File: config.mk
export PLATFORM = sky130hd
export DESIGN_NAME = serial_sub_flat
export DESIGN_NICKNAME = d
export VERILOG_FILES = /design/src/rtl/serial_sub_pkg.sv /design/src/rtl/serial_sub_if.sv /design/src/rtl/serial_sub_fsub_cell.sv /design/src/rtl/serial_sub.sv /design/src/flat_wrapper.sv
export SDC_FILE = /design/constraint.sdc
export NUM_CORES = 1
export LEC_CHECK = 0
export CAP_MARGIN = 20
export CORE_UTILIZATION = 40
export DETAILED_ROUTE_END_ITERATION = 8
export PLACE_DENSITY = 0.68
export REMOVE_ABC_BUFFERS = 1
export SYNTH_ARGS = -nofsm -noshare
export SYNTH_HDL_FRONTEND = slang
export SYNTH_SLANG_ARGS = --single-unit
File: constraint.sdc
create_clock -name clk -period 1.42 [get_ports clk]
set_clock_uncertainty 0.2 [all_clocks]
set_input_delay 0.426 -clock clk [delete_from_list [all_inputs] [get_ports clk]]
set_output_delay 0.426 -clock clk [all_outputs]
set_load 0.01 [all_outputs]
File: src/rtl/serial_sub_pkg.sv
// Shared types for the bit-serial subtractor.
// Optional SERIAL_SUB_OVF_EN adds a signed-overflow output.
package serial_sub_pkg;

    typedef enum logic [1:0] {
        IDLE  = 2'd0,
        SHIFT = 2'd1,
        DONE  = 2'd2
    } state_e;

    localparam int DEF_WIDTH = 8;
    localparam int CNT_W = $clog2(DEF_WIDTH);

    function automatic int cnt_width(input int w);
        return $clog2(w);
    endfunction

endpackage

File: src/rtl/serial_sub_if.sv
// Start/ready request side and valid/ack result side of serial_sub.
// ovf exists only when SERIAL_SUB_OVF_EN is defined.
interface serial_sub_if #(
    parameter int WIDTH = 8
);
    logic             in_start;
    logic             in_ready;
    logic [WIDTH-1:0] x;
    logic [WIDTH-1:0] y;
    logic             bin;
    logic [WIDTH-1:0] d;
    logic             bout;
    logic             out_valid;
    logic             out_ack;
`ifdef SERIAL_SUB_OVF_EN
    logic             ovf;

    modport master (
        output in_start, x, y, bin, out_ack,
        input  in_ready, d, bout, out_valid, ovf
    );
    modport slave (
        input  in_start, x, y, bin, out_ack,
        output in_ready, d, bout, out_valid, ovf
    );
`else
    modport master (
        output in_start, x, y, bin, out_ack,
        input  in_ready, d, bout, out_valid
    );
    modport slave (
        input  in_start, x, y, bin, out_ack,
        output in_ready, d, bout, out_valid
    );
`endif
endinterface

File: src/rtl/serial_sub_fsub_cell.sv
// Combinational 1-bit full subtractor: a - b - bin.
module fsub_cell (
    input  logic a_i,
    input  logic b_i,
    input  logic bin_i,
    output logic d_o,
    output logic bout_o
);
    assign d_o    = a_i ^ b_i ^ bin_i;
    assign bout_o = (~a_i & b_i) | (~(a_i ^ b_i) & bin_i);
endmodule

File: src/rtl/serial_sub.sv
// Bit-serial WIDTH-bit subtractor, LSB first, one bit per clock.
// Define SERIAL_SUB_OVF_EN to add the signed overflow flag.
module serial_sub
    import serial_sub_pkg::*;
#(
    parameter int WIDTH = 8
) (
    input  logic        clk,
    input  logic        rst,
    serial_sub_if.slave bus
);
    localparam int CW = cnt_width(WIDTH);

    state_e           state_q, state_d;
    logic [CW-1:0]    cnt_q, cnt_d;
    logic [WIDTH-1:0] xs_q, xs_d;
    logic [WIDTH-1:0] ys_q, ys_d;
    logic [WIDTH-1:0] d_q, d_d;
    logic             b_q, b_d;
    logic             bout_q, bout_d;
    logic             cell_d, cell_b;
    logic             last;

    fsub_cell u_cell (
        .a_i    (xs_q[0]),
        .b_i    (ys_q[0]),
        .bin_i  (b_q),
        .d_o    (cell_d),
        .bout_o (cell_b)
    );

    assign last = (cnt_q == CW'(WIDTH - 1));

`ifdef SERIAL_SUB_OVF_EN
    logic xm_q, xm_d, ym_q, ym_d, ovf_q, ovf_d;
`endif

    always_comb begin
        state_d = state_q;
        cnt_d   = cnt_q;
        xs_d    = xs_q;
        ys_d    = ys_q;
        d_d     = d_q;
        b_d     = b_q;
        bout_d  = bout_q;
`ifdef SERIAL_SUB_OVF_EN
        xm_d    = xm_q;
        ym_d    = ym_q;
        ovf_d   = ovf_q;
`endif
        unique case (state_q)
            IDLE: begin
                if (bus.in_start) begin
                    xs_d    = bus.x;
                    ys_d    = bus.y;
                    b_d     = bus.bin;
                    cnt_d   = '0;
                    state_d = SHIFT;
`ifdef SERIAL_SUB_OVF_EN
                    xm_d    = bus.x[WIDTH-1];
                    ym_d    = bus.y[WIDTH-1];
`endif
                end
            end
            SHIFT: begin
                d_d  = {cell_d, d_q[WIDTH-1:1]};
                xs_d = {1'b0, xs_q[WIDTH-1:1]};
                ys_d = {1'b0, ys_q[WIDTH-1:1]};
                b_d  = cell_b;
                // Counter stops at WIDTH-1 so it never wraps
                if (last) begin
                    state_d = DONE;
                    bout_d  = cell_b;
`ifdef SERIAL_SUB_OVF_EN
                    ovf_d   = (xm_q ^ ym_q) & (cell_d ^ xm_q);
`endif
                end else begin
                    cnt_d = cnt_q + 1'b1;
                end
            end
            DONE: begin
                if (bus.out_ack) state_d = IDLE;
            end
            default: state_d = IDLE;
        endcase
    end

    always_ff @(posedge clk or posedge rst) begin
        if (rst) begin
            state_q <= IDLE;
            cnt_q   <= '0;
            xs_q    <= '0;
            ys_q    <= '0;
            d_q     <= '0;
            b_q     <= 1'b0;
            bout_q  <= 1'b0;
        end else begin
            state_q <= state_d;
            cnt_q   <= cnt_d;
            xs_q    <= xs_d;
            ys_q    <= ys_d;
            d_q     <= d_d;
            b_q     <= b_d;
            bout_q  <= bout_d;
        end
    end

`ifdef SERIAL_SUB_OVF_EN
    always_ff @(posedge clk or posedge rst) begin
        if (rst) begin
            xm_q  <= 1'b0;
            ym_q  <= 1'b0;
            ovf_q <= 1'b0;
        end else begin
            xm_q  <= xm_d;
            ym_q  <= ym_d;
            ovf_q <= ovf_d;
        end
    end

    assign bus.ovf = ovf_q;
`endif

    assign bus.in_ready  = (state_q == IDLE);
    assign bus.out_valid = (state_q == DONE);
    assign bus.d         = d_q;
    assign bus.bout      = bout_q;

endmodule

File: src/flat_wrapper.sv
// flat-port wrapper written by rule: the top's interface ports become plain ports
module serial_sub_flat import serial_sub_pkg::*;
#(
    parameter int WIDTH = 8
)
  (clk, rst, bus_in_start, bus_x, bus_y, bus_bin, bus_out_ack, bus_in_ready, bus_d, bus_bout, bus_out_valid);
  serial_sub_if #(.WIDTH(WIDTH)) bus_i ();
  input  logic clk;
  input  logic rst;
  input wire logic [$bits(bus_i.in_start)-1:0] bus_in_start;
  input wire logic [$bits(bus_i.x)-1:0] bus_x;
  input wire logic [$bits(bus_i.y)-1:0] bus_y;
  input wire logic [$bits(bus_i.bin)-1:0] bus_bin;
  input wire logic [$bits(bus_i.out_ack)-1:0] bus_out_ack;
  output wire logic [$bits(bus_i.in_ready)-1:0] bus_in_ready;
  output wire logic [$bits(bus_i.d)-1:0] bus_d;
  output wire logic [$bits(bus_i.bout)-1:0] bus_bout;
  output wire logic [$bits(bus_i.out_valid)-1:0] bus_out_valid;
  assign bus_i.in_start = bus_in_start;
  assign bus_i.x = bus_x;
  assign bus_i.y = bus_y;
  assign bus_i.bin = bus_bin;
  assign bus_i.out_ack = bus_out_ack;
  assign bus_in_ready = bus_i.in_ready;
  assign bus_d = bus_i.d;
  assign bus_bout = bus_i.bout;
  assign bus_out_valid = bus_i.out_valid;
  serial_sub #(.WIDTH(WIDTH)) u_core (.clk(clk), .rst(rst), .bus(bus_i));
endmodule
# Yosys cells after proc, flatten, opt, wreduce, memory -nomap -nowiden
# Index checks and enable logic that the tools add are counted.
# word_totals
register_bits	31
input_bits	21
output_inout_bits	11
# classes
add_sub_neg	1
eq_ne	7
mux	13
bitwise_logic	7
n_reduce_logical	6
# ops
op	n
one-hot mux 8 bit (2 select lines)	2
2-to-1 mux 8 bit	2
2-to-1 mux 2 bit	3
2-to-1 mux 3 bit	2
!= test 2 bit, second input constant	3
one-hot mux 2 bit (3 select lines)	1
one-hot mux 3 bit (2 select lines)	1
AND reduction 3 bit	2
AND reduction 2 bit	2
adder 3 x 1 -> 3 bit, second input constant	1
equality test 3 bit, second input constant	1
bitwise AND 1 bit	2
equality test 2 x 1 -> 1 bit, second input constant	1
equality test 2 bit, second input constant	1
zero test 2 bit	1
!= test 2 x 1 -> 1 bit, second input constant	1
NOT 1 bit	2
one-hot mux 1 bit (2 select lines)	1
nonzero test 2 bit	1
XOR 1 bit	2
2-to-1 mux 1 bit	1
OR 1 bit	1

# Logic depth before layout (Yosys ltp)
# logic_depth
word_depth	5
mapped_depth	6
mapped_depth_nobuf	5

# Modules after synthesis
# A second synthesis with hierarchy kept.
# unflattened
cells_unflattened	149
hier_area_um2	1550.2
# by_module_without_submodules
module	n_inst	cells_each	area_per_inst_um2	seq_area_each_um2
serial_sub	1	145	1519.0	775.7
fsub_cell	1	4	31.3	0.0

# Least setup slack after synthesis
# No wires, ideal clock.
# synth_path
kind	register -> register
startpoint	register u_core.cnt_q[0]
endpoint	register u_core.cnt_q[1]
setup_time_ns	0.083
t_arrival_ns	1.242
slack_ns	-0.104
path_stages_with_launch	7
path_cell_list	dfrtp_1 > ha_1 > ha_1 > clkbuf_1 > nor2_1 > a22oi_1 > o21ai_0
# synth_between
elab_chain_len	3
word_cells_on_any_way	6
cone_classes	add/sub (1); eq/ne (2); mux (2); reduce/logical (1)
# synth_lines
item	line	source
start, declared	serial_sub.sv:15	logic [CW-1:0] cnt_q, cnt_d;
start signal, assigned	serial_sub.sv:99	cnt_q <= cnt_d;
adder 3 x 1 -> 3 bit or equality test 3 bit (tied branches)	serial_sub.sv:78, serial_sub.sv:32	
2-to-1 mux 3 bit or != test 2 bit (tied branches)	n/a	
one-hot mux 3 bit (2 select lines) or AND reduction 3 bit (tied branches)	n/a	
# Several ways; a longest one is shown, not always the timed one. The select of a mux whose other input is x is not followed.
# A chain may end at the register's enable or synchronous reset.

# Worst setup path in the final report
# layout_path
startpoint	register u_core.state_q[1]
endpoint	output port bus_in_ready
# layout_between
elab_chain_len	1
# layout_lines
item	line	source
start, declared	serial_sub.sv:14	state_e state_q, state_d;
start signal, assigned	serial_sub.sv:98	state_q <= state_d;
zero test 2 bit	serial_sub.sv:124	assign bus.in_ready = (state_q == IDLE);
end, declared	flat_wrapper.sv:15	output wire logic [$bits(bus_i.in_ready)-1:0] bus_in_ready;
# Every way passes these cells.

==> results_dict.tcl <==
set metrics [dict create \
    track_usage_pct 22.9 \
    areaGrowthSynthToFinish_pct 69.0 \
    layout_commonest_cell "sky130_fd_sc_hd__dfrtp_1" \
    violations "negative setup slack" \
    grt_max_degree 32 \
    yosysUniqueCellTypes 31 \
    place.detailed.hpwl_um 2510 \
    cts-buffers-inserted 5 \
    via_count 1432 \
    pre_cts_slack_ps -509 \
    wire_per_inst_um 15.6 \
    vias_per_cell 5.38 \
    fin_crit_sh_pct 122 \
    worst-slew-pin-transition_ps 411 \
    cts_max_path_buffers 2 \
    finalCriticalPeriod_ps 1730 \
    clock_sink_count 31 \
    drt_first_pass_iters 4 \
    final_layout_size_suffix_gt1_share_pct 50.9 \
    fin_nets 244 \
    hold_class "input pin to async pin" \
    criticalPathCategory "register to output pin" \
    holdBufCountCts 0 \
    clock_pin_slew_reported_for_the_worst_setup_and_hold_paths_after_clock_tree_synthesis_ps 90 \
    slack_of_the_critical_path_ps -314 \
    cts_tree "done" \
    max_cap_viol_count 0 \
    io_buf_count 31 \
    ys_seq_area_share_pct 53.9 \
    drtAntennaViolNets 0 \
    gp_congestion 0.823 \
    critical_path.endpoint_type "output pin" \
    routed_wirelength_um 4140 \
    mostFrequentLayoutCells "sky130_fd_sc_hd__dfrtp_1, sky130_fd_sc_hd__buf_4, sky130_fd_sc_hd__clkdlybuf4s50_1" \
    placement_rows 21 \
    clock_latency_ps 330 \
    start_util_pct 42.5 \
    die_width_um 62 \
    ys_warn_count 0 \
    power.static_leakage_nw 1.12 \
    totalPowerFinal_mw 5.03 \
    synth_seq_cells 31 \
    cts_htree_levels 2 \
    hold_viol_final 0 \
    setup_violations 42 \
    fmax_mhz 577 \
    drt_drc_violations_left 0 \
    worstPathMaxFanout 2 \
    worst_setup_path_start_kind "register" \
    floorplan.die_area_um2 3840 \
    worstPathArrival_ps 1110 \
    vdd_drop_max_mv 0.947 \
    grt_pass1_wl_um 6150 \
    overflow_after_grt 0 \
    max_slew_margin_pct 72.6 \
    first_global_vias 1399 \
    syn-instance-count 151 \
    critical_path_required_ps 790 \
    io-pin-count 32 \
    core_area_um2 3390 \
    initial_antenna_violation_count 0 \
    rsz0062_at_grt "true" \
    cts.root.buffer_cell "sky130_fd_sc_hd__clkbuf_4" \
    outcome "finished with violations" \
    floorplan.die.height_um 62 \
    avgSynthCellArea_um2 9.54 \
    syn-cell-area_um2 1440 \
    slew_violations 0 \
    power_density_nw_per_um2 2070 \
    n_antenna_cell 0 \
    count_of_routing_violations_after_the_opening_detailed_route_iteration 66 \
]
==> where the power goes <==
part           internal, mW  switching [mW]
combinational          1.52            1.40
clock                 0.229           0.293
sequential             1.30           0.294
==> cell type report <==
| class | count | area [um2] |
|---|---|---|
| clock buffers | 6 | 51.3 |
| inverters | 6 | 23.8 |
| multi-input cells | 105 | 862 |
| clock inverters | 1 | 5.00 |
| well taps | 46 | 57.6 |
| flip-flops and latches | 31 | 777 |
| repair buffers | 71 | 657 |
| fillers | 252 | 956 |
==> metal layers <==
layer	vias up	track usage, %	share of wire, %
met1	708	25.8	39
met5	-	0	0
met2	41	40.4	55
li1	671	-	-
met4	0	9.52	2.1
met3	12	6.42	4.0
==> sequential cells by signal, indices dropped and copies added, names as in the netlist <==
signal / count
u_core.cnt_q: 3
u_core.ys_q: 8
u_core.bus.bout: 1
u_core.state_q: 2
u_core.b_q: 1
u_core.xs_q: 8
u_core.bus.d: 8
==> synth_stat cells <==
library cell,count,share of area (%)
sky130_fd_sc_hd__o21ai_0,4,1.4
sky130_fd_sc_hd__a31oi_1,1,0.43
sky130_fd_sc_hd__a21boi_0,1,0.52
sky130_fd_sc_hd__or2_2,1,0.43
sky130_fd_sc_hd__a22oi_1,2,1.0
sky130_fd_sc_hd__clkbuf_1,2,0.52
sky130_fd_sc_hd__nand2b_2,1,0.61
sky130_fd_sc_hd__buf_6,2,1.6
sky130_fd_sc_hd__o21bai_2,1,0.78
sky130_fd_sc_hd__nand2_1,30,7.8
sky130_fd_sc_hd__o22ai_1,14,6.1
sky130_fd_sc_hd__nor2_1,7,1.8
sky130_fd_sc_hd__nor3b_1,1,0.52
sky130_fd_sc_hd__o31ai_1,1,0.52
sky130_fd_sc_hd__dfrtp_1,31,54
sky130_fd_sc_hd__nand2b_1,1,0.43
sky130_fd_sc_hd__o22a_1,1,0.61
sky130_fd_sc_hd__a21oi_1,11,3.8
sky130_fd_sc_hd__inv_1,5,1.3
sky130_fd_sc_hd__buf_4,2,1.0
sky130_fd_sc_hd__buf_2,4,1.4
sky130_fd_sc_hd__o21ba_2,1,0.70
sky130_fd_sc_hd__ha_1,2,1.7
sky130_fd_sc_hd__nor3_1,16,5.6
sky130_fd_sc_hd__inv_2,1,0.26
sky130_fd_sc_hd__a221oi_1,1,0.61
sky130_fd_sc_hd__a41o_1,1,0.70
sky130_fd_sc_hd__a211oi_1,1,0.52
sky130_fd_sc_hd__nor2b_1,3,1.3
sky130_fd_sc_hd__fa_1,1,1.4
sky130_fd_sc_hd__a222oi_1,1,0.70
==> metrics by stage <==
step	cells	instance area [um2]	hold slack, ps	TNS (ps)	utilization, %
4_1_cts	265	2260	218	-3980	66.7
5_1_grt	266	2430	230	-6700	71.8
3_3_place_gp	246	1970	260	-9910	58.0
2_1_floorplan	141	1380	251	-1520	-
3_5_place_dp	246	1970	299	-11120	58.0
6_report	266	2430	223	-5370	71.8
==> path summary, 6_finish.rpt <==
check / endpoint / from / slack [ps] / cells past startpoint
hold reg to reg: u_core.bus.d[0]$_DFFE_PP0N_ / u_core.bus.d[0]$_DFFE_PP0N_ / 320 / 2
hold / removal: u_core.bus.d[1]$_DFFE_PP0N_ / rst / 220 / 3
max in group asynchronous: u_core.state_q[0]$_DFFE_PP0P_ / rst / 620 / 3
setup reg to reg: u_core.ys_q[0]$_DFFE_PP0P_ / u_core.state_q[1]$_DFFE_PP0P_ / -250 / 6
setup / recovery: bus_in_ready / u_core.state_q[1]$_DFFE_PP0P_ / -310 / 3
min in group clk: u_core.bus.d[0]$_DFFE_PP0N_ / u_core.bus.d[0]$_DFFE_PP0N_ / 320 / 2
==> critical path: stages (launching register included) <==
cell	delay, ps
sky130_fd_sc_hd__dfrtp_1	410
sky130_fd_sc_hd__buf_6	130
sky130_fd_sc_hd__nor2_4	120
sky130_fd_sc_hd__buf_6	120
==> cell families (layout without fill, tap and decap cells) <==
family | Yosys count | after routing | synth area share [%]
flops | 31 | 31 | 53.9
fa+ha+maj | 3 | 3 | 3.13
simple gates | 60 | 61 | 18.5
compound gates | 41 | 41 | 18.4
buf+inv | 16 | 84 | 6.08
==> repair_timing <==
item                                    CTS  global route
gates cloned                              1             0
resized for setup                        95            38
hold endpoints to repair                  0             0
endpoints found under the setup margin   41            42
buffers inserted                         11             1
pin swaps                                21             6
(Power assumes the default switching activity.)
